## config.mk

```make
export PLATFORM = sky130hd
export DESIGN_NAME = wb_stage_flat
export DESIGN_NICKNAME = d
export VERILOG_FILES = /design/src/rtl/wb_stage_if.sv /design/src/rtl/wb_stage.sv /design/src/flat_wrapper.sv
export SDC_FILE = /design/constraint.sdc
export NUM_CORES = 1
export LEC_CHECK = 0
export CAP_MARGIN = 40
export CORE_AREA = 2 2 133 135
export DETAILED_ROUTE_END_ITERATION = 16
export DIE_AREA = 0 0 135 137
export PLACE_DENSITY = 0.77
export REMOVE_ABC_BUFFERS = 1
export SYNTH_ARGS = -nofsm -noshare
export SYNTH_HDL_FRONTEND = slang
export SYNTH_SLANG_ARGS = --single-unit
```

## constraint.sdc

```tcl
create_clock -name clk -period 4.4 [get_ports clk]
set_input_delay 0.44 -clock clk [delete_from_list [all_inputs] [get_ports clk]]
set_output_delay 0.44 -clock clk [all_outputs]
set_load 0.02 [all_outputs]
```

## src/rtl/wb_stage_if.sv

```systemverilog
// Bundle of signals between the MEM stage, wb_stage and the CSR unit.
// The master side is the MEM stage / CSR unit; wb_stage uses the slave modport.
interface wb_stage_if;
    logic        valid_in;
    logic        ready_out;
    logic [31:0] PC_MEM;
    logic [31:0] IR_MEM;
    logic [31:0] addr_MEM;
    logic [1:0]  imem_axi_rresp_MEM;
    logic        illegal_inst_MEM;
    logic        maligned_inst_addr_MEM;
    logic        maligned_load_addr_MEM;
    logic        maligned_store_addr_MEM;
    logic [1:0]  dmem_axi_bresp_MEM;
    logic [1:0]  dmem_axi_rresp_MEM;
    logic        retire_valid;
    logic [31:0] retire_PC;
    logic        trap_valid;
    logic        trap_ready;
    logic [3:0]  trap_cause;
    logic [31:0] trap_epc;
    logic [31:0] trap_tval;
    logic        flush;
    logic [63:0] cycle_cnt;
    logic [63:0] instret_cnt;

    modport master (
        output valid_in, PC_MEM, IR_MEM, addr_MEM, imem_axi_rresp_MEM,
               illegal_inst_MEM, maligned_inst_addr_MEM, maligned_load_addr_MEM,
               maligned_store_addr_MEM, dmem_axi_bresp_MEM, dmem_axi_rresp_MEM,
               trap_ready,
        input  ready_out, retire_valid, retire_PC, trap_valid, trap_cause,
               trap_epc, trap_tval, flush, cycle_cnt, instret_cnt
    );

    modport slave (
        input  valid_in, PC_MEM, IR_MEM, addr_MEM, imem_axi_rresp_MEM,
               illegal_inst_MEM, maligned_inst_addr_MEM, maligned_load_addr_MEM,
               maligned_store_addr_MEM, dmem_axi_bresp_MEM, dmem_axi_rresp_MEM,
               trap_ready,
        output ready_out, retire_valid, retire_PC, trap_valid, trap_cause,
               trap_epc, trap_tval, flush, cycle_cnt, instret_cnt
    );
endinterface

```

## src/rtl/wb_stage.sv

```systemverilog
// Write-back stage: retires clean MEM results, or raises a prioritised trap to the CSR unit
// and flushes the pipeline. Optional performance counters are enabled by WB_PERF_COUNTERS_EN.
module wb_stage (
    input  logic      clk,
    input  logic      reset,
    wb_stage_if.slave bus
);

    typedef enum logic [1:0] {
        RUN      = 2'd0,
        TRAP_REQ = 2'd1,
        FLUSH    = 2'd2
    } state_e;

    state_e      state_q, state_d;

    logic        accept;
    logic        fetch_fault;
    logic        load_fault;
    logic        store_fault;
    logic        exc;
    logic [3:0]  cause_d;
    logic [31:0] tval_d;

    logic        retire_valid_q;
    logic [31:0] retire_pc_q;
    logic [3:0]  trap_cause_q;
    logic [31:0] trap_epc_q;
    logic [31:0] trap_tval_q;

    logic        ready_out;
    logic        trap_valid;
    logic        flush;

    assign fetch_fault = bus.imem_axi_rresp_MEM != 2'b00;
    assign load_fault  = bus.dmem_axi_rresp_MEM != 2'b00;
    assign store_fault = bus.dmem_axi_bresp_MEM != 2'b00;

    assign exc = fetch_fault | bus.illegal_inst_MEM | bus.maligned_inst_addr_MEM |
                 bus.maligned_load_addr_MEM | bus.maligned_store_addr_MEM |
                 load_fault | store_fault;

    assign accept = bus.valid_in && (state_q == RUN);

    // Highest-priority cause wins; the if-chain order is the architectural priority.
    always_comb begin
        // NOTE: every always_comb output gets a default first, so no path can infer a latch.
        cause_d = 4'd0;
        tval_d  = 32'd0;
        if (fetch_fault) begin
            cause_d = 4'd1;
            tval_d  = bus.PC_MEM;
        end else if (bus.illegal_inst_MEM) begin
            cause_d = 4'd2;
            tval_d  = bus.IR_MEM;
        end else if (bus.maligned_inst_addr_MEM) begin
            cause_d = 4'd0;
            tval_d  = bus.addr_MEM;
        end else if (bus.maligned_load_addr_MEM) begin
            cause_d = 4'd4;
            tval_d  = bus.addr_MEM;
        end else if (bus.maligned_store_addr_MEM) begin
            cause_d = 4'd6;
            tval_d  = bus.addr_MEM;
        end else if (load_fault) begin
            cause_d = 4'd5;
            tval_d  = bus.addr_MEM;
        end else if (store_fault) begin
            cause_d = 4'd7;
            tval_d  = bus.addr_MEM;
        end
    end

    // State register
    always_ff @(posedge clk) begin
        // NOTE: sequential state uses non-blocking <= so every register sees pre-edge values.
        if (reset) begin
            state_q <= RUN;
        end else begin
            state_q <= state_d;
        end
    end

    // Next-state logic
    always_comb begin
        state_d = state_q;
        unique case (state_q)
            RUN:      if (accept && exc)  state_d = TRAP_REQ;
            TRAP_REQ: if (bus.trap_ready) state_d = FLUSH;
            FLUSH:                        state_d = RUN;
            default:                      state_d = RUN;
        endcase
    end

    // State-decoded outputs
    always_comb begin
        ready_out  = 1'b0;
        trap_valid = 1'b0;
        flush      = 1'b0;
        unique case (state_q)
            RUN:      ready_out  = 1'b1;
            TRAP_REQ: trap_valid = 1'b1;
            FLUSH:    flush      = 1'b1;
            default:  ready_out  = 1'b0;
        endcase
    end

    // Trap fields load only on an accepted faulting transfer, so they hold through TRAP_REQ.
    always_ff @(posedge clk) begin
        if (reset) begin
            retire_valid_q <= 1'b0;
            retire_pc_q    <= 32'd0;
            trap_cause_q   <= 4'd0;
            trap_epc_q     <= 32'd0;
            trap_tval_q    <= 32'd0;
        end else begin
            retire_valid_q <= accept && !exc;
            if (accept && !exc) begin
                retire_pc_q <= bus.PC_MEM;
            end
            if (accept && exc) begin
                trap_cause_q <= cause_d;
                trap_epc_q   <= bus.PC_MEM;
                trap_tval_q  <= tval_d;
            end
        end
    end

`ifdef WB_PERF_COUNTERS_EN
    logic [63:0] cycle_cnt_q;
    logic [63:0] instret_cnt_q;

    // Both counters wrap naturally at 2^64.
    always_ff @(posedge clk) begin
        if (reset) begin
            cycle_cnt_q   <= 64'd0;
            instret_cnt_q <= 64'd0;
        end else begin
            cycle_cnt_q <= cycle_cnt_q + 64'd1;
            if (retire_valid_q) begin
                instret_cnt_q <= instret_cnt_q + 64'd1;
            end
        end
    end

    assign bus.cycle_cnt   = cycle_cnt_q;
    assign bus.instret_cnt = instret_cnt_q;
`else
    assign bus.cycle_cnt   = 64'd0;
    assign bus.instret_cnt = 64'd0;
`endif

    assign bus.ready_out    = ready_out;
    assign bus.trap_valid   = trap_valid;
    assign bus.flush        = flush;
    assign bus.retire_valid = retire_valid_q;
    assign bus.retire_PC    = retire_pc_q;
    assign bus.trap_cause   = trap_cause_q;
    assign bus.trap_epc     = trap_epc_q;
    assign bus.trap_tval    = trap_tval_q;

endmodule

```

## src/flat_wrapper.sv

```systemverilog
// flat-port wrapper written by rule: the top's interface ports become plain ports
module wb_stage_flat 
  (clk, reset, bus_valid_in, bus_PC_MEM, bus_IR_MEM, bus_addr_MEM, bus_imem_axi_rresp_MEM, bus_illegal_inst_MEM, bus_maligned_inst_addr_MEM, bus_maligned_load_addr_MEM, bus_maligned_store_addr_MEM, bus_dmem_axi_bresp_MEM, bus_dmem_axi_rresp_MEM, bus_trap_ready, bus_ready_out, bus_retire_valid, bus_retire_PC, bus_trap_valid, bus_trap_cause, bus_trap_epc, bus_trap_tval, bus_flush, bus_cycle_cnt, bus_instret_cnt);
  wb_stage_if bus_i ();
  input  logic clk;
  input  logic reset;
  input wire logic [$bits(bus_i.valid_in)-1:0] bus_valid_in;
  input wire logic [$bits(bus_i.PC_MEM)-1:0] bus_PC_MEM;
  input wire logic [$bits(bus_i.IR_MEM)-1:0] bus_IR_MEM;
  input wire logic [$bits(bus_i.addr_MEM)-1:0] bus_addr_MEM;
  input wire logic [$bits(bus_i.imem_axi_rresp_MEM)-1:0] bus_imem_axi_rresp_MEM;
  input wire logic [$bits(bus_i.illegal_inst_MEM)-1:0] bus_illegal_inst_MEM;
  input wire logic [$bits(bus_i.maligned_inst_addr_MEM)-1:0] bus_maligned_inst_addr_MEM;
  input wire logic [$bits(bus_i.maligned_load_addr_MEM)-1:0] bus_maligned_load_addr_MEM;
  input wire logic [$bits(bus_i.maligned_store_addr_MEM)-1:0] bus_maligned_store_addr_MEM;
  input wire logic [$bits(bus_i.dmem_axi_bresp_MEM)-1:0] bus_dmem_axi_bresp_MEM;
  input wire logic [$bits(bus_i.dmem_axi_rresp_MEM)-1:0] bus_dmem_axi_rresp_MEM;
  input wire logic [$bits(bus_i.trap_ready)-1:0] bus_trap_ready;
  output wire logic [$bits(bus_i.ready_out)-1:0] bus_ready_out;
  output wire logic [$bits(bus_i.retire_valid)-1:0] bus_retire_valid;
  output wire logic [$bits(bus_i.retire_PC)-1:0] bus_retire_PC;
  output wire logic [$bits(bus_i.trap_valid)-1:0] bus_trap_valid;
  output wire logic [$bits(bus_i.trap_cause)-1:0] bus_trap_cause;
  output wire logic [$bits(bus_i.trap_epc)-1:0] bus_trap_epc;
  output wire logic [$bits(bus_i.trap_tval)-1:0] bus_trap_tval;
  output wire logic [$bits(bus_i.flush)-1:0] bus_flush;
  output wire logic [$bits(bus_i.cycle_cnt)-1:0] bus_cycle_cnt;
  output wire logic [$bits(bus_i.instret_cnt)-1:0] bus_instret_cnt;
  assign bus_i.valid_in = bus_valid_in;
  assign bus_i.PC_MEM = bus_PC_MEM;
  assign bus_i.IR_MEM = bus_IR_MEM;
  assign bus_i.addr_MEM = bus_addr_MEM;
  assign bus_i.imem_axi_rresp_MEM = bus_imem_axi_rresp_MEM;
  assign bus_i.illegal_inst_MEM = bus_illegal_inst_MEM;
  assign bus_i.maligned_inst_addr_MEM = bus_maligned_inst_addr_MEM;
  assign bus_i.maligned_load_addr_MEM = bus_maligned_load_addr_MEM;
  assign bus_i.maligned_store_addr_MEM = bus_maligned_store_addr_MEM;
  assign bus_i.dmem_axi_bresp_MEM = bus_dmem_axi_bresp_MEM;
  assign bus_i.dmem_axi_rresp_MEM = bus_dmem_axi_rresp_MEM;
  assign bus_i.trap_ready = bus_trap_ready;
  assign bus_ready_out = bus_i.ready_out;
  assign bus_retire_valid = bus_i.retire_valid;
  assign bus_retire_PC = bus_i.retire_PC;
  assign bus_trap_valid = bus_i.trap_valid;
  assign bus_trap_cause = bus_i.trap_cause;
  assign bus_trap_epc = bus_i.trap_epc;
  assign bus_trap_tval = bus_i.trap_tval;
  assign bus_flush = bus_i.flush;
  assign bus_cycle_cnt = bus_i.cycle_cnt;
  assign bus_instret_cnt = bus_i.instret_cnt;
  wb_stage u_core (.clk(clk), .reset(reset), .bus(bus_i));
endmodule
```

==> results of run 1 <==
==> cells by family after synthesis <==
family	share of synthesized area [%]
other	0.0709
AND/OR/NAND/NOR	18.3
AO/OA/AOI/OAI	18.9
flip-flops	38.6
buffers and inverters	24.1
==> per-layer routing <==
layer  GRT usage (%)  part of all wire, %
met2            29.5                   51
met4            3.30                 0.94
met5               0                    0
met3            5.26                  8.9
met1            18.4                   39
==> synthesized netlist by cell type (2+ instances only) <==
| cell type | instances |
|---|---|
| sky130_fd_sc_hd__nor4_1 | 3 |
| sky130_fd_sc_hd__nand2_1 | 161 |
| sky130_fd_sc_hd__buf_1 | 2 |
| sky130_fd_sc_hd__dfxtp_1 | 102 |
| sky130_fd_sc_hd__nor2_1 | 7 |
| sky130_fd_sc_hd__a21oi_1 | 67 |
| sky130_fd_sc_hd__buf_2 | 11 |
| sky130_fd_sc_hd__a32o_1 | 32 |
| sky130_fd_sc_hd__clkbuf_1 | 27 |
| sky130_fd_sc_hd__o311ai_0 | 32 |
| sky130_fd_sc_hd__or2_2 | 33 |
| sky130_fd_sc_hd__buf_4 | 132 |
| sky130_fd_sc_hd__inv_1 | 32 |
| sky130_fd_sc_hd__or4_1 | 2 |
| sky130_fd_sc_hd__nor2b_1 | 2 |
| sky130_fd_sc_hd__nor3b_1 | 2 |
==> worst paths after layout <==
check             depth (start not counted)                                 start  slack, ps                                     to
setup / recovery                          7            bus_maligned_inst_addr_MEM       1790  u_core.bus.trap_tval[30]$_SDFFE_PP0P_
setup reg to reg                          6        u_core.state_q[1]$_SDFFE_PP0P_       2290   u_core.bus.trap_tval[6]$_SDFFE_PP0P_
hold reg to reg                           2  u_core.bus.retire_PC[8]$_SDFFE_PP0P_        450   u_core.bus.retire_PC[8]$_SDFFE_PP0P_
hold / removal                            2  u_core.bus.retire_PC[8]$_SDFFE_PP0P_        450   u_core.bus.retire_PC[8]$_SDFFE_PP0P_
==> power breakdown <==
part / total (mW) / internal, mW / leakage [nW] / switching, mW
Sequential: 0.992 / 0.968 / 0.833 / 0.0238
Combinational: 0.540 / 0.228 / 1.97 / 0.312
Clock: 0.922 / 0.573 / 0.170 / 0.349
Total: 2.45 / 1.77 / 2.98 / 0.685
==> critical path, cell delays in order <==
cell                              delay, ps
sky130_fd_sc_hd__clkdlybuf4s50_1        540
sky130_fd_sc_hd__or4_1                  700
sky130_fd_sc_hd__o31ai_4                230
sky130_fd_sc_hd__buf_4                  300
sky130_fd_sc_hd__nor2_4                 150
sky130_fd_sc_hd__buf_16                 220
sky130_fd_sc_hd__a32o_1                 250
==> cell type report <==
class                      count  area (sq um)
clock buffer                  11           243
fill                        1690          9510
clock inverter                 5           104
inverter                      32           120
sequential                   102          2040
multi-input combinational    484          2500
timing repair buffer         226          2260
tap                          225           282
==> sequential cells by signal (all words and copies together), names as in the netlist <==
signal	flops
u_core.state_q	2
u_core.bus.trap_cause	3
u_core.bus.trap_tval	32
u_core.bus.retire_PC	32
u_core.bus.trap_epc	32
u_core.bus.retire_valid	1
==> tab_implementation.tex, run 1 <==
\begin{tabular}{lr}
\hline
Metric & Value \\
\hline
\multicolumn{2}{l}{\textbf{Die}} \\
\quad Core ar. & approximately 17000 sq um \\
\quad Width of the die & 135 um \\
\quad Height of the chip & roughly 140 um \\
\quad I/O pin count & about 340 \\
\quad Num rows & 48 \\
\quad Area of the die & 18500 sq um \\
\quad Initial Util & between 30\% and 40\% \\
\multicolumn{2}{l}{\textbf{Clock network}} \\
\quad Hold\_buf cts & 0 \\
\quad Clock sink count & slightly above 100 \\
\quad Setup bufs post-CTS & 0 \\
\quad Clock-pin slew reported for the worst setup and hold paths after clock tree synthesis & $\sim$70 ps \\
\quad TritonCTS Buffers & 9 \\
\quad Number of H-tree branching levels & 3 \\
\quad Library cell used as clock root buffer & sky130\_fd\_sc\_hd\_\_clkbuf\_16 \\
\quad Resized cells post-CTS & 0 \\
\quad Clock tree from TritonCTS & done \\
\quad Clock insertion delay at the later pin of the skew report & between 300 and 400 ps \\
\quad Max clock buf depth & 2 \\
\multicolumn{2}{l}{\textbf{Placement}} \\
\quad Final GP Congestion & approximately 0.74 \\
\quad Placed standard-cell area & a little over 7000 sq um \\
\quad Hpwl dp & about 12000 um \\
\quad Cell total after placement & around 1100 \\
\quad Port Buffer Count & between 200 and 250 \\
\quad Minimum setup slack after placement & roughly 1400 ps \\
\multicolumn{2}{l}{\textbf{Logic synthesis}} \\
\quad Seq cells post-synth & 102 \\
\quad Cell type with the highest aggregate area in the netlist & sky130\_fd\_sc\_hd\_\_dfxtp\_1 \\
\quad Total of warnings raised by yosys & 0 \\
\quad Most common flop cell mapped by yosys & sky130\_fd\_sc\_hd\_\_dfxtp\_1 \\
\quad Post-Syn Area & $\sim$5300 sq um \\
\quad Sequential cell area fraction in the yosys report & 38.6\% \\
\quad Number of instances in the synthesized netlist & around 660 \\
\quad Cells taking the most area after synthesis & sky130\_fd\_sc\_hd\_\_dfxtp\_1 39\%, sky130\_fd\_sc\_hd\_\_buf\_4 19\%, sky130\_fd\_sc\_hd\_\_nand2\_1 11\% \\
\quad Post-synth top area share & about two fifths \\
\quad Number of enable-type register cells in the synthesized netlist & 0 \\
\quad Post-synthesis async set-or-reset flop share & 0\% \\
\quad Syn avg cell area & $\sim$8.0 sq um \\
\quad Number of distinct library cells after synthesis & 31 \\
\multicolumn{2}{l}{\textbf{STA}} \\
\quad Final Slew Violations & 0 \\
\quad Fin crit period & approximately 2600 ps \\
\quad Worst Setup Slack, final & $\sim$1800 ps \\
\quad Setup\_tns & 0 ps \\
\quad Count of final setup violators & 0 \\
\quad Min Hold Slack & 452 ps \\
\quad Worst Tran Pin Value & around 950 ps \\
\quad Maximum clock frequency & between 0.3 and 0.4 GHz \\
\quad Number of hold-slack violations in the final timing report & 0 \\
\quad Worst clock skew & roughly 4.4 ps \\
\quad Fraction of the cycle the final worst path needs & between 50\% and 60\% \\
\quad Unrepaired setup endpoints after global routing & no \\
\quad Remaining max-slew budget at the tightest pin & $\sim$36\% \\
\multicolumn{2}{l}{\textbf{Final layout}} \\
\quad Fraction of final layout cells with drive strength greater than 1 & 8.37\% \\
\quad Most common cell after layout, fill and taps aside & sky130\_fd\_sc\_hd\_\_clkdlybuf4s50\_1 \\
\quad Fin cells & between 1000 and 1500 \\
\quad Antenna diodes & 0 \\
\quad Post-layout utilization of the core & between 40\% and 50\% \\
\quad Fin area & 7550 sq um \\
\quad Commonest cells after routing, fill and taps aside & 210 x sky130\_fd\_sc\_hd\_\_clkdlybuf4s50\_1, 161 x sky130\_fd\_sc\_hd\_\_nand2\_1, 129 x sky130\_fd\_sc\_hd\_\_conb\_1 \\
\quad Area growth from synthesis to final layout & 42.6\% \\
\quad Net count, final & between 900 and 1000 \\
\multicolumn{2}{l}{\textbf{Routing}} \\
\quad Average via count per standard cell & 4.47 \\
\quad 1st-iter DRT viols & between 150 and 200 \\
\quad Average detailed-routed wire length per instance & 14.5 um \\
\quad TritonRoute pass-1 iters & 4 \\
\quad Total routed wirelength & 15700 um \\
\quad Count of nets left with antenna violations after detail routing & 0 \\
\quad Via total after detailed routing & approximately 4800 \\
\quad Post-route DRC & 0 \\
\multicolumn{2}{l}{\textbf{Global routing}} \\
\quad Global-route wire length before repair & approximately 23000 um \\
\quad Via count of the first global-routing pass & 4353 \\
\quad Maximum number of pins on one net before global-route repair & 53 \\
\quad Initial antenna violation count & 0 \\
\quad Global-route total usage across every layer & about 16\% \\
\quad Total overflow reported by the global router & 0 \\
\multicolumn{2}{l}{\textbf{Worst setup path}} \\
\quad Data required time at the worst endpoint & 4630 ps \\
\quad Category of the worst setup path capture point & flip-flop \\
\quad CP startpoint kind & input pin \\
\quad Worst EP arrival & $\sim$2900 ps \\
\quad Classification of the worst setup path & input pin to flip-flop \\
\quad Biggest fanout along the worst timing path & 19 \\
\multicolumn{2}{l}{\textbf{Min path}} \\
\quad Type of the tightest min-delay check & flip-flop to flip-flop \\
\multicolumn{2}{l}{\textbf{Pwr}} \\
\quad Power Density & between 300 and 400 nW/um\^{}2 \\
\quad Leakage power total & a little under 3 nW \\
\quad Overall power of the completed layout & roughly 2.5 mW \\
\quad Worst vdd rail ir drop & around 200 uV \\
\multicolumn{2}{l}{\textbf{Run status}} \\
\quad Result of the run & finished, final reports clean \\
\multicolumn{2}{l}{\textbf{Job}} \\
\quad Max-cap violations & 0 \\
\hline
\end{tabular}
No activity file was read; power rests on OpenSTA's default activity.
==> run 2, diff against run 1 <==
--- a/config.mk
+++ b/config.mk
@@ -6,10 +6,10 @@
 export NUM_CORES = 1
 export LEC_CHECK = 0
 export CAP_MARGIN = 40
-export CORE_AREA = 2 2 133 135
+export CORE_AREA = 2 2 134 136
 export DETAILED_ROUTE_END_ITERATION = 16
-export DIE_AREA = 0 0 135 137
-export PLACE_DENSITY = 0.77
+export DIE_AREA = 0 0 136 138
+export PLACE_DENSITY = 0.76
 export REMOVE_ABC_BUFFERS = 1
 export SYNTH_ARGS = -nofsm -noshare
 export SYNTH_HDL_FRONTEND = slang
==> constraint.sdc (replaced) <==
create_clock -name clk -period 2.7 [get_ports clk]
set_input_delay 0.27 -clock clk [delete_from_list [all_inputs] [get_ports clk]]
set_output_delay 0.27 -clock clk [all_outputs]
set_load 0.02 [all_outputs]
==> tab_implementation.tex, run 2 (synthesis gave the netlist of run 1 again) <==
\begin{tabular}{lr}
\hline
Metric & Value \\
\hline
\multicolumn{2}{l}{\textbf{Run status}} \\
\quad Result of the run & finished, final reports clean \\
\multicolumn{2}{l}{\textbf{Clock network}} \\
\quad Clock sink count & 102 (unchanged) \\
\quad Library cell used as clock root buffer & sky130\_fd\_sc\_hd\_\_clkbuf\_16 \\
\quad TritonCTS Buffers & 9 (unchanged) \\
\quad Max clock buf depth & 2 (unchanged) \\
\quad Resized cells post-CTS & 0 (unchanged) \\
\quad Setup bufs post-CTS & 0 (unchanged) \\
\quad Clock insertion delay at the later pin of the skew report & 340 ps (about the same) \\
\quad Hold\_buf cts & 0 (unchanged) \\
\quad Clock-pin slew reported for the worst setup and hold paths after clock tree synthesis & 70 ps (about the same) \\
\quad Number of H-tree branching levels & 3 (unchanged) \\
\quad Clock tree from TritonCTS & done \\
\multicolumn{2}{l}{\textbf{Routing}} \\
\quad Post-route DRC & 0 (unchanged) \\
\quad Average detailed-routed wire length per instance & 14.4 um (-0.73\%) \\
\quad Count of nets left with antenna violations after detail routing & 0 (unchanged) \\
\quad Average via count per standard cell & 4.48 (+0.27\%) \\
\quad TritonRoute pass-1 iters & 4 (unchanged) \\
\quad Total routed wirelength & 15700 um (-0.18\%) \\
\quad Via total after detailed routing & 4885 (+0.83\%) \\
\quad 1st-iter DRT viols & 193 (+1.0\%) \\
\multicolumn{2}{l}{\textbf{Final layout}} \\
\quad Commonest cells after routing, fill and taps aside & 210 x sky130\_fd\_sc\_hd\_\_clkdlybuf4s50\_1, 161 x sky130\_fd\_sc\_hd\_\_nand2\_1, 129 x sky130\_fd\_sc\_hd\_\_conb\_1 \\
\quad Post-layout utilization of the core & 43.3\% (-0.91 points) \\
\quad Most common cell after layout, fill and taps aside & sky130\_fd\_sc\_hd\_\_clkdlybuf4s50\_1 \\
\quad Net count, final & 969 (+0.41\%) \\
\quad Area growth from synthesis to final layout & 43.6\% \\
\quad Fraction of final layout cells with drive strength greater than 1 & 8.70\% (+0.33 points) \\
\quad Fin area & 7600 sq um (+0.70\%) \\
\quad Antenna diodes & 0 (unchanged) \\
\multicolumn{2}{l}{\textbf{Die}} \\
\quad Width of the die & 136 um (+0.74\%) \\
\quad Initial Util & 30.2\% (-0.85 points) \\
\quad Height of the chip & 138 um (+0.73\%) \\
\quad Core ar. & 17500 sq um (+2.8\%) \\
\quad I/O pin count & 342 (unchanged) \\
\quad Num rows & 49 (+2.1\%) \\
\quad Area of the die & 18800 sq um (+1.5\%) \\
\multicolumn{2}{l}{\textbf{Pwr}} \\
\quad Leakage power total & 2.98 nW (+0.30\%) \\
\quad Power Density & 512 nW/um\^{}2 (+57\%) \\
\quad Worst vdd rail ir drop & 320 uV (+63\%) \\
\quad Overall power of the completed layout & 3.89 mW (+58\%) \\
\multicolumn{2}{l}{\textbf{STA}} \\
\quad Setup\_tns & 0 ps (unchanged) \\
\quad Number of hold-slack violations in the final timing report & 0 (unchanged) \\
\quad Unrepaired setup endpoints after global routing & no \\
\quad Worst Setup Slack, final & 634 ps (-1150 ps) \\
\quad Final Slew Violations & 0 (unchanged) \\
\quad Count of final setup violators & 0 (unchanged) \\
\quad Remaining max-slew budget at the tightest pin & 56.9\% (+20 points) \\
\quad Maximum clock frequency & around 0.48 GHz \\
\quad Fraction of the cycle the final worst path needs & 76.5\% \\
\quad Worst clock skew & 8.63 ps (+4.27 ps) \\
\quad Fin crit period & $\sim$2100 ps \\
\quad Worst Tran Pin Value & 647 ps (-298 ps) \\
\multicolumn{2}{l}{\textbf{Global routing}} \\
\quad Initial antenna violation count & 0 (unchanged) \\
\quad Global-route total usage across every layer & 16.2\% (+0.020 points) \\
\quad Via count of the first global-routing pass & 4424 (+1.6\%) \\
\quad Total overflow reported by the global router & 0 (unchanged) \\
\quad Maximum number of pins on one net before global-route repair & 72 (+36\%) \\
\quad Global-route wire length before repair & 23900 um (+2.6\%) \\
\multicolumn{2}{l}{\textbf{Placement}} \\
\quad Minimum setup slack after placement & 273 ps (-1160 ps) \\
\quad Hpwl dp & 11300 um (-3.9\%) \\
\quad Final GP Congestion & 0.756 (+2.0\%) \\
\quad Port Buffer Count & 212 (unchanged) \\
\quad Placed standard-cell area & 7290 sq um (+1.3\%) \\
\multicolumn{2}{l}{\textbf{Job}} \\
\quad Max-cap violations & 0 (unchanged) \\
\multicolumn{2}{l}{\textbf{Min path}} \\
\quad Type of the tightest min-delay check & input pin to flip-flop \\
\multicolumn{2}{l}{\textbf{Worst setup path}} \\
\quad Worst EP arrival & 2310 ps (-540 ps) \\
\quad Data required time at the worst endpoint & 2940 ps (-1690 ps) \\
\quad Classification of the worst setup path & input pin to flip-flop \\
\quad CP startpoint kind & input pin \\
\quad Category of the worst setup path capture point & flip-flop \\
\quad Biggest fanout along the worst timing path & 17 (-2) \\
\hline
\end{tabular}
## run 2: stage by stage
stage / hold slack (ps) / std cells
finish: 446 / 1091
global route: 470 / 1091
CTS: 430 / 1091
detailed placement: 446 / 1077
global placement: 441 / 1076
floorplan: 339 / 618
## run 2: worst max-delay path, stage by stage
cell,delay [ps]
sky130_fd_sc_hd__clkdlybuf4s50_1,440
sky130_fd_sc_hd__or4_4,620
sky130_fd_sc_hd__o31ai_4,350
sky130_fd_sc_hd__nor2_4,180
sky130_fd_sc_hd__buf_16,200
sky130_fd_sc_hd__a32o_1,240
## run 2: final timing paths
path	cells after the start	start	endpoint	slack [ps]
max	6	bus_dmem_axi_bresp_MEM[1]	u_core.bus.trap_tval[30]$_SDFFE_PP0P_	630
max reg2reg	5	u_core.state_q[1]$_SDFFE_PP0P_	u_core.bus.trap_cause[0]$_SDFFE_PP0P_	800
min	3	bus_illegal_inst_MEM	u_core.bus.trap_cause[2]$_SDFFE_PP0P_	450
min reg2reg	2	u_core.bus.trap_epc[31]$_SDFFE_PP0P_	u_core.bus.trap_epc[31]$_SDFFE_PP0P_	450
## run 2: cell type report
class                           count  area (sq um)
Fill cell                        1755          9940
Multi-Input combinational cell    484          2500
Timing Repair Buffer              230          2340
Sequential cell                   102          2040
Tap cell                          229           287
Clock buffer                        9           225
Inverter                           32           120
Clock inverter                      5          83.8
## run 2: report_power, final
part / internal (mW) / switching (mW) / total [mW] / leakage [nW]
logic: 0.383 / 0.510 / 0.893 / 2.01
clock network: 0.806 / 0.575 / 1.38 / 0.144
registers: 1.58 / 0.0373 / 1.62 / 0.833
## run 2: per-layer routing
metal / GRT usage (%) / vias up / wire (um) / share of wire (%)
met3: 3.48 / 22 / 1120 / 7.2
met4: 5.48 / 0 / 322 / 2.0
met5: 0 / - / 0 / 0
met1: 19.0 / 2298 / 6240 / 40
li1: - / 2347 / - / -
met2: 28.8 / 218 / 8030 / 51
==> run 3, diff against run 2 <==
==> constraint.sdc (replaced) <==
create_clock -name clk -period 2.1 [get_ports clk]
set_input_delay 0.21 -clock clk [delete_from_list [all_inputs] [get_ports clk]]
set_output_delay 0.21 -clock clk [all_outputs]
set_load 0.02 [all_outputs]
==> tab_implementation.tex, run 3 (synthesis gave the netlist of run 1 again) <==
\begin{tabular}{lr}
\hline
Metric & Value \\
\hline
\multicolumn{2}{l}{\textbf{Worst setup path}} \\
\quad Biggest fanout along the worst timing path & 26 (+9) \\
\quad Origin of the critical flop-to-flop path & u\_core.state\_q[1]\$\_SDFFE\_PP0P\_ \\
\quad R2R setup slack & 290 ps (-510 ps) \\
\quad Worst-case reg-to-reg path depth & 5 (unchanged) \\
\quad CP startpoint kind & input pin \\
\quad Reg-to-reg critical path endpoint & u\_core.bus.retire\_PC[7]\$\_SDFFE\_PP0P\_ \\
\quad Category of the worst setup path capture point & flip-flop \\
\quad Worst EP arrival & 2170 ps (-140 ps) \\
\quad Data required time at the worst endpoint & 2330 ps (-610 ps) \\
\quad Classification of the worst setup path & input pin to flip-flop \\
\multicolumn{2}{l}{\textbf{Routing}} \\
\quad Average detailed-routed wire length per instance & 15.2 um (+5.3\%) \\
\quad Average via count per standard cell & 4.53 (+1.1\%) \\
\quad 1st-iter DRT viols & 225 (+17\%) \\
\quad Post-route DRC & 0 (unchanged) \\
\quad Total routed wirelength & 16800 um (+6.8\%) \\
\quad TritonRoute pass-1 iters & 5 (+1) \\
\quad Via total after detailed routing & 5013 (+2.6\%) \\
\quad Count of nets left with antenna violations after detail routing & 0 (unchanged) \\
\multicolumn{2}{l}{\textbf{Global routing}} \\
\quad Global-route wire length before repair & 25100 um (+4.8\%) \\
\quad Global-route total usage across every layer & 17.3\% (+1.1 points) \\
\quad Via count of the first global-routing pass & 4659 (+5.3\%) \\
\quad Initial antenna violation count & 0 (unchanged) \\
\quad Total overflow reported by the global router & 0 (unchanged) \\
\quad Maximum number of pins on one net before global-route repair & 67 (-6.9\%) \\
\multicolumn{2}{l}{\textbf{Final layout}} \\
\quad Commonest cells after routing, fill and taps aside & 210 x sky130\_fd\_sc\_hd\_\_clkdlybuf4s50\_1, 161 x sky130\_fd\_sc\_hd\_\_nand2\_1, 129 x sky130\_fd\_sc\_hd\_\_conb\_1 \\
\quad Fraction of final layout cells with drive strength greater than 1 & 10.3\% (+1.5 points) \\
\quad Register cell area after layout & 2040 sq um (unchanged) \\
\quad Most common cell after layout, fill and taps aside & sky130\_fd\_sc\_hd\_\_clkdlybuf4s50\_1 \\
\quad Net count, final & 983 (+1.4\%) \\
\quad Multi-input combinational cell area & 2500 sq um (unchanged) \\
\quad Number of inserted filler cells in the final layout & 1770 (+0.85\%) \\
\quad Area growth from synthesis to final layout & 44.8\% \\
\quad Antenna diodes & 0 (unchanged) \\
\multicolumn{2}{l}{\textbf{STA}} \\
\quad Worst clock skew & 8.43 ps (-0.200 ps) \\
\quad Setup\_tns & 0 ps (unchanged) \\
\quad Count of final setup violators & 0 (unchanged) \\
\quad Number of hold-slack violations in the final timing report & 0 (unchanged) \\
\quad Final Slew Violations & 0 (unchanged) \\
\quad Fraction of the cycle the final worst path needs & between 90\% and 100\% \\
\quad Fin crit period & between 1500 and 2000 ps \\
\quad Min Hold Slack & 253 ps (-193 ps) \\
\quad Maximum clock frequency & approximately 0.52 GHz \\
\quad Unrepaired setup endpoints after global routing & no \\
\multicolumn{2}{l}{\textbf{Clock network}} \\
\quad TritonCTS Buffers & 9 (unchanged) \\
\quad Setup bufs post-CTS & 0 (unchanged) \\
\quad Number of H-tree branching levels & 3 (unchanged) \\
\quad Clock tree from TritonCTS & done \\
\quad Clock-pin slew reported for the worst setup and hold paths after clock tree synthesis & 70 ps (about the same) \\
\quad Library cell used as clock root buffer & sky130\_fd\_sc\_hd\_\_clkbuf\_16 \\
\quad Hold\_buf cts & 0 (unchanged) \\
\quad Clock insertion delay at the later pin of the skew report & 350 ps (about the same) \\
\quad Max clock buf depth & 2 (unchanged) \\
\quad Clock sink count & 102 (unchanged) \\
\quad Resized cells post-CTS & 0 (unchanged) \\
\multicolumn{2}{l}{\textbf{Placement}} \\
\quad Hpwl dp & 12300 um (+8.5\%) \\
\quad Final GP Congestion & 0.786 (+4.0\%) \\
\quad Port Buffer Count & 212 (unchanged) \\
\multicolumn{2}{l}{\textbf{Job}} \\
\quad Max-cap violations & 0 (unchanged) \\
\multicolumn{2}{l}{\textbf{Die}} \\
\quad Width of the die & 136 um (unchanged) \\
\quad I/O pin count & 342 (unchanged) \\
\quad Num rows & 49 (unchanged) \\
\quad Core ar. & 17500 sq um (unchanged) \\
\quad Area of the die & 18800 sq um (unchanged) \\
\quad Height of the chip & 138 um (unchanged) \\
\quad Initial Util & 30.2\% (unchanged) \\
\multicolumn{2}{l}{\textbf{Min path}} \\
\quad Endpoint of the worst hold-timing path & u\_core.bus.retire\_PC[19]\$\_SDFFE\_PP0P\_ \\
\quad Worst hold path stage count & 2 (-1) \\
\quad Start point of the worst hold path & reset \\
\quad Type of the tightest min-delay check & input pin to flip-flop \\
\multicolumn{2}{l}{\textbf{Pwr}} \\
\quad Worst vdd rail ir drop & 355 uV (+11\%) \\
\quad Power Density & 647 nW/um\^{}2 (+26\%) \\
\quad Leakage power total & 3.04 nW (+2.0\%) \\
\multicolumn{2}{l}{\textbf{Run status}} \\
\quad Result of the run & finished, final reports clean \\
\hline
\end{tabular}
## run 3: power by group
part / switching (mW) / internal [mW]
clock network: 0.752 / 0.958
logic: 0.667 / 0.503
registers: 0.0503 / 2.03
total: 1.47 / 3.49
## run 3: worst max-delay path by stage
stage	start	to	slack, ps	depth (start not counted)
6_report	bus_dmem_axi_bresp_MEM[1]	u_core.bus.trap_tval[31]$_SDFFE_PP0P_	170	6
5_1_grt	bus_maligned_inst_addr_MEM	u_core.bus.retire_PC[7]$_SDFFE_PP0P_	90	7
4_1_cts	bus_maligned_inst_addr_MEM	u_core.bus.retire_PC[29]$_SDFFE_PP0P_	190	7
3_5_place_dp	bus_dmem_axi_bresp_MEM[1]	u_core.bus.trap_tval[20]$_SDFFE_PP0P_	-170	6
3_3_place_gp	bus_maligned_inst_addr_MEM	u_core.bus.retire_PC[2]$_SDFFE_PP0P_	-140	7
2_1_floorplan	bus_dmem_axi_bresp_MEM[1]	u_core.bus.trap_tval[0]$_SDFFE_PP0P_	-610	4
## run 3: area by class of cell
type                            instances  area share [%]
Clock inverter                          5           0.735
Multi-Input combinational cell        484            32.6
Inverter                               32            1.57
Clock buffer                           11            3.17
Sequential cell                       102            26.7
Timing Repair Buffer                  244            31.5
Tap cell                              229            3.74
## run 3: per-stage QoR
| stage | setup WS (ps) | area (sq um) | power [mW] | std cells | util [%] |
|---|---|---|---|---|---|
| global route | 94.5 | 7660 | 5.20 | 1107 | 43.7 |
| floorplan | -609 | 4620 | 2.67 | 618 | - |
| detailed placement | -168 | 7360 | 3.29 | 1091 | 42.0 |
| finish | 166 | 7660 | 4.96 | 1107 | 43.7 |
| global placement | -139 | 7360 | 3.28 | 1091 | 42.0 |
| CTS | 194 | 7660 | 5.03 | 1107 | 43.7 |
## run 3: routing by layer
metal  vias up  part of all wire [%]  GRT usage (%)
met5         -                     0              0
met4         0                   2.5           7.29
met3        26                   6.9           3.30
met2       229                    52           32.1
met1      2371                    38           18.9
li1       2387                     -              -
## run 3: worst max-delay path, stage by stage
cell and delay, ps:
sky130_fd_sc_hd__clkdlybuf4s50_1 420, sky130_fd_sc_hd__or4_4 600, sky130_fd_sc_hd__nor3_4 270, sky130_fd_sc_hd__buf_12 220, sky130_fd_sc_hd__o311ai_0 150, sky130_fd_sc_hd__a32o_1 290
